<file path="src/rtl/syn_syscall.sv">
// -----------------------------------------------------------------------------
// syn_syscall
//
// Syscall service unit for a single-cycle core. It watches the decoded syscall
// flag together with $v0/$a0 and implements three services:
//   v0 = 10       : halt the core (terminal until reset)
//   v0 = 34 or 1  : latch $a0 into the display register
//   v0 = 50       : pause the core until a resume pulse arrives
// Any other service code is a NOP. Service codes are compared on all 32 bits.
//
// Optional feature (macro SYSCALL_CNT_EN): when defined, the syscall_cnt port
// exists and counts accepted syscalls (16-bit, wrapping). The default build,
// with the macro undefined, has neither the port nor the counter.
//
// Ports:
//   clk          in   core clock, rising-edge
//   rst          in   asynchronous active-high reset
//   en           in   core step enable; syscalls are only taken when 1
//   syscall_en   in   decoded syscall flag for the current instruction
//   data_v0      in   [31:0] service code ($v0)
//   data_a0      in   [31:0] service argument ($a0)
//   resume       in   single-cycle continue pulse (leaves PAUSE)
//   stall        out  combinational; blocks PC and architectural writes
//   halted       out  registered; 1 while in HALT
//   display      out  [31:0] registered last displayed value
//   display_vld  out  registered; 1 once any display service executed
//   syscall_cnt  out  [15:0] accepted-syscall count (SYSCALL_CNT_EN only)
//
// Handshake note: there is no valid/ready pair here. A syscall is "accepted"
// in any cycle where the unit is in RUN, en=1 and syscall_en=1; stall is the
// only back-pressure signal and it takes effect in the same cycle.
// -----------------------------------------------------------------------------
module syn_syscall (
    input  logic        clk,
    input  logic        rst,
    input  logic        en,
    input  logic        syscall_en,
    input  logic [31:0] data_v0,
    input  logic [31:0] data_a0,
    input  logic        resume,
    output logic        stall,
    output logic        halted,
    output logic [31:0] display,
    output logic        display_vld
`ifdef SYSCALL_CNT_EN
    ,
    output logic [15:0] syscall_cnt
`endif
);

    typedef enum logic [1:0] {
        ST_RUN   = 2'd0,
        ST_PAUSE = 2'd1,
        ST_HALT  = 2'd2
    } state_t;

    localparam logic [31:0] CODE_HALT  = 32'd10;
    localparam logic [31:0] CODE_DISP  = 32'd34;
    localparam logic [31:0] CODE_DISP1 = 32'd1;
    localparam logic [31:0] CODE_PAUSE = 32'd50;

    state_t state;
    logic   skip;     // swallow the re-presented syscall after a PAUSE

    logic accept;
    logic take;
    logic is_halt;
    logic is_disp;
    logic is_pause;

    assign accept   = (state == ST_RUN) && en && syscall_en;
    // The first accept after leaving PAUSE is the same syscall instruction
    // again; it is consumed without any effect.
    assign take     = accept && !skip;
    assign is_halt  = (data_v0 == CODE_HALT);
    assign is_disp  = (data_v0 == CODE_DISP) || (data_v0 == CODE_DISP1);
    assign is_pause = (data_v0 == CODE_PAUSE);

    // Zero-latency stall; forced low during reset so the core is never held
    // while rst is asserted.
    assign stall = !rst &&
                   ((state != ST_RUN) || (take && (is_halt || is_pause)));

    always_ff @(posedge clk or posedge rst) begin
        if (rst) begin
            state       <= ST_RUN;
            skip        <= 1'b0;
            halted      <= 1'b0;
            display     <= 32'd0;
            display_vld <= 1'b0;
        end else begin
            case (state)
                ST_RUN: begin
                    if (accept && skip) begin
                        skip <= 1'b0;
                    end else if (take) begin
                        if (is_halt) begin
                            state  <= ST_HALT;
                            halted <= 1'b1;
                        end else if (is_pause) begin
                            state <= ST_PAUSE;
                            skip  <= 1'b1;
                        end else if (is_disp) begin
                            display     <= data_a0;
                            display_vld <= 1'b1;
                        end
                    end
                end
                ST_PAUSE: begin
                    if (resume) begin
                        state <= ST_RUN;
                    end
                end
                ST_HALT: begin
                    // Terminal: only reset leaves HALT.
                    halted <= 1'b1;
                end
                default: begin
                    state  <= ST_HALT;
                    halted <= 1'b1;
                end
            endcase
        end
    end

`ifdef SYSCALL_CNT_EN
    // Counts every effective accept, NOP codes included; the swallowed
    // re-presentation after PAUSE is not counted.
    always_ff @(posedge clk or posedge rst) begin
        if (rst) begin
            syscall_cnt <= 16'd0;
        end else if (take) begin
            syscall_cnt <= syscall_cnt + 16'd1;
        end
    end
`endif

endmodule

</file>
<file path="config.mk">
export PLATFORM = sky130hd
export DESIGN_NAME = syn_syscall
export DESIGN_NICKNAME = d
export VERILOG_FILES = /design/src/rtl/syn_syscall.sv
export SDC_FILE = /design/constraint.sdc
export NUM_CORES = 1
export LEC_CHECK = 0
export ABC_AREA = 1
export CAP_MARGIN = 10
export CORE_UTILIZATION = 41
export DETAILED_ROUTE_END_ITERATION = 12
export PLACE_DENSITY = 0.92
export SLEW_MARGIN = 40
export SYNTH_ARGS = -nofsm -noshare
export SYNTH_HDL_FRONTEND = slang
export SYNTH_SLANG_ARGS = --single-unit
</file>
<file path="constraint.sdc">
create_clock -name clk -period 3.8 [get_ports clk]
set_clock_uncertainty 0.2 [all_clocks]
set_input_delay 0.38 -clock clk [delete_from_list [all_inputs] [get_ports clk]]
set_output_delay 0.38 -clock clk [all_outputs]
set_load 0.05 [all_outputs]
</file>
After elaboration in Yosys (flattened, before gate mapping)
Index checks and enable logic that the tools add are counted.

Eq/ne operators: 12. Multiplexer cells: 14. Bitwise operators: 5. Reduce and logical (&&, ||, !) cells: 19.

Operators with widths (count): $eq A32 B6 Y1 const B (2); $eq A32 B1 Y1 const B (1); $eq A32 B4 Y1 const B (1); $mux W2 (5); $ne A2 B2 Y1 const B (4); $reduce_and A4 Y1 (2); $mux W1 (7); $logic_and A1 B1 Y1 (6); $pmux W2 S3 (1); $reduce_and A6 Y1 (1); $reduce_bool A2 Y1 (3); $not A1 Y1 (5); $reduce_and A5 Y1 (1); $logic_or A1 B1 Y1 (3); $ne A3 B3 Y1 const B (1); $eq A2 B1 Y1 const B (1); $eq A2 B2 Y1 const B (1); $logic_not A1 Y1 (2); $logic_not A2 Y1 (1); $ne A2 B1 Y1 const B (1); $pmux W1 S2 (1).

Register bits after elaboration: 37. Input bits: 69. Output and inout bits: 35.

Logic depth before layout (Yosys ltp)
Depth after elaboration: 7. Depth in mapped cells: 10. Depth with buffers taken out: 9.

Worst setup path before layout
OpenSTA, ideal clock, no wires.

Kind: in2out. Start: in rst. End: out stall. Data arrival time: 1.703 ns. Data required time: 3.220 ns. Slack: 1.517 ns. Stages: 5. Path buffers: 0. Cells stage by stage: inv_1 -> nand2_1 -> inv_1 -> nand2_1 -> inv_1.

Longest elaborated chain between the ends: 2.

RTL lines: from (decl) (RTL line 35) `input logic rst,`; $logic_not A1 Y1 (no line); $logic_and A1 B1 Y1 (RTL line 81) `assign stall = !rst &&`; to (decl) (RTL line 41) `output logic stall,`.

Every way passes these cells.

Worst setup path in the final report
Start: in data_v0[1]. End: out stall.

Longest elaborated chain between the ends: 5. Elaborated cells on any way between the ends: 6.

RTL lines: from (decl) (RTL line 38) `input logic [31:0] data_v0,`; $eq A32 B4 Y1 / $eq A32 B6 Y1 (equally long branches) (RTL line 75, 77); $logic_or A1 B1 Y1 (*) (RTL line 82) `((state != ST_RUN) || (take && (is_halt || is_pause)));`; $logic_and A1 B1 Y1 (*) (RTL line 82); $logic_or A1 B1 Y1 (*) (RTL line 82); $logic_and A1 B1 Y1 (*) (RTL line 81).

Mark *: on every way between the ends. The rest lies on a longest branch, timed or not.

==> impl_metrics.env <==
export IMPL_core_mm2=0.00414
export IMPL_slew_headroom_pct=52.2
export IMPL_die_y_um=69.0
export IMPL_ys_seq_area_share_pct=50.4
export IMPL_setup_viol=0
export IMPL_insertion_delay_ns=0.28
export IMPL_cts_resized=0
export IMPL_p_clk_share_pct=40.8
export IMPL_syn_area_per_cell_um2=7.29
export IMPL_final_area_mm2=0.00299
export IMPL_syn_to_final_growth_pct=62.4
export IMPL_regArea_um2=926
export IMPL_cpPeakStageDelay_ns=0.47
export IMPL_antenna_found_initial=0
export IMPL_synthCells=252
export IMPL_drc=0
export IMPL_hold_class="reg -> reg"
export IMPL_routed_via_density=4.50
export IMPL_layout_nets=426
export IMPL_holdWs_ns=0.272
export IMPL_yosysUniqueCellTypes=15
export IMPL_final_util_pct=72.0
export IMPL_timing_critical_path_arrival_ns=1.76
export IMPL_nFillCells=352
export IMPL_grt_pass1_vias=1765
export IMPL_path_cells="clkdlybuf4s50_1 -> nand2_1 -> nor2_1 -> nand2_1 -> nor2_1 -> nand2_1 -> nand3_1 -> nand2_1 -> inv_1 -> buf_4"
export IMPL_drt_total_wl_um=4620
export IMPL_yosysTopAreaCellShare_pct=50.4
export IMPL_hold_viol_final=0
export IMPL_switching_share_pct=19.1
export IMPL_power_frac_seq_pct=47.1
export IMPL_dr_total_vias=1838
export IMPL_final_common_cell="nand2_1"
export IMPL_wire_per_inst_um=11.3
export IMPL_p_int_mw=0.676
export IMPL_post_dp_cell_area_mm2=0.00287
export IMPL_die_area_mm2=0.00475
export IMPL_crit_path_frequent_cell="nand2_1"
export IMPL_tns_ns=0
export IMPL_drv_slew=0
export IMPL_cp_end_kind="primary output"
export IMPL_path_max_fanout=2
export IMPL_syn_cell_area_mm2=0.00184
export IMPL_track_usage_pct=21.2
export IMPL_multi_input_area_um2=706
export IMPL_worst_setup_path_type="in -> out"
export IMPL_power_density_mw_per_mm2=280
export IMPL_final_cell_mix="nand2_1 (126), clkdlybuf4s50_1 (102), inv_1 (37), dfrtp_1 (37), nor2_1 (24)"
export IMPL_grt_pass1_wl_um=7290
export IMPL_clk_pin_slew_ns=0.07
export IMPL_start_kind="input port"
export IMPL_io_pins=104
export IMPL_cts_hold_buf=0
export IMPL_worst_slew_pin_slew_ns=0.716
export IMPL_min_period_ns=2.34
export IMPL_grt_overflow=0
export IMPL_synth_warnings=0
export IMPL_clock_sinks=37
export IMPL_core_rowCount=23
export IMPL_cts_htree_levels=2
export IMPL_cap_viol_max_count=0
export IMPL_rsz0062_at_grt="no"
export IMPL_antenna_cells=0
export IMPL_stdcell_count=408
export IMPL_drt_pre_antenna_iters=4
export IMPL_netlist_top_cells_area="dfrtp_1 (50%), nand2_1 (26%), inv_1 (7.6%)"
export IMPL_finalCritPeriodShare_pct=61.7
export IMPL_required_ns=3.22
export IMPL_synth_nets=321
export IMPL_cts_made_buffers=5
export IMPL_antenna_left=0
export IMPL_grt_max_degree=38
export IMPL_power_frac_comb_pct=12.1
export IMPL_crit_slowest_cell="clkdlybuf4s50_1"
export IMPL_run_status="finished clean"
export IMPL_start_util_pct=44.4
export IMPL_maxClockFrequency_mhz=427
export IMPL_clockRootBuffer="clkbuf_8"
export IMPL_synth_seq_cells=37
export IMPL_drive_above_1_share_pct=5.31
export IMPL_io_buffer_count=103
export IMPL_switchingPower_mw=0.159
export IMPL_yosys_area_top_type="dfrtp_1"
export IMPL_dp_cells=400
export IMPL_die_w_um=69.0
export IMPL_p_leak_nw=1.55
export IMPL_tritoncts="yes"
export IMPL_dpl_hpwl_um=3700
export IMPL_vdd_drop_max_v=0.000218
export IMPL_cts_max_path_buffers=2
export IMPL_finalWeightedCongestion=0.781
export IMPL_post_cts_buffers=0
export IMPL_drtIter0Drc=62
-- power by group through the flow --
stage               sequential, mW  clock (mW)  combinational, mW
CTS                          0.394       0.350              0.102
floorplan                    0.401           0             0.0233
global placement             0.401           0              0.100
finish                       0.394       0.340              0.101
detailed placement           0.401           0              0.102
global route                 0.393       0.368              0.111
-- critical path: cells and delay by family --
kind	cells	cell delay [ns]
buf+inv	3	0.71
simple gates	7	0.67
-- final timing paths --
| path | end | startpoint | slack (ns) | depth (start not counted) |
|---|---|---|---|---|
| worst min-delay path | display[15]$_DFFE_PP0P_ | display[15]$_DFFE_PP0P_ | 0.27 | 2 |
| min in group asynchronous | display[18]$_DFFE_PP0P_ | rst | 0.35 | 3 |
| worst min register to register | display[15]$_DFFE_PP0P_ | display[15]$_DFFE_PP0P_ | 0.27 | 2 |
| max in group asynchronous | display[6]$_DFFE_PP0P_ | rst | 2.73 | 3 |
| worst max register to register | display[5]$_DFFE_PP0P_ | state[1]$_DFFE_PP0P_ | 1.76 | 7 |
| worst max-delay path | stall | data_v0[1] | 1.46 | 10 |
-- synth_stat cells, drive strengths merged --
master,count
nand2,130
dfrtp,37
and2,1
nand3,8
o21ai,3
nor2,27
or2,1
inv,37
a21oi,1
buf,6
nand4,1
-- metrics by stage --
step | total power, mW | setup slack (ns)
after floorplan | 0.424 | 1.52
after global placement | 0.501 | 1.45
after detailed placement | 0.503 | 1.36
after CTS | 0.845 | 1.46
after global routing | 0.872 | 1.34
final | 0.835 | 1.46
-- registers in the layout, indices dropped and copies added, names as in the netlist --
| register | cells |
|---|---|
| display | 32 |
| state | 2 |
| display_vld | 1 |
| halted | 1 |
| skip | 1 |
-- layout make-up --
type | instances | area share [%]
clock buffer | 7 | 2.89
timing repair buffer | 104 | 34.7
clock inverter | 1 | 1.01
sequential | 37 | 31.0
inverter | 37 | 4.65
tap | 50 | 2.10
multi-input combinational | 172 | 23.6
-- logic make-up (layout without fill, tap and decap cells) --
family	after synthesis	after routing	synth area share, %
AOI/OAI and AO/OA	4	4	1.09
buffers and inverters	43	149	11.2
DFF	37	37	50.4
and+or+nand+nor	168	168	37.3
-- layer usage --
metal | track usage, % | up-vias | part of all wire (%)
li1 | - | 942 | -
met1 | 22.1 | 817 | 40
met2 | 39.0 | 70 | 53
met3 | 5.59 | 9 | 5.8
met4 | 10.5 | 0 | 1.8
met5 | 0 | - | 0
(Power assumes the default switching activity.)
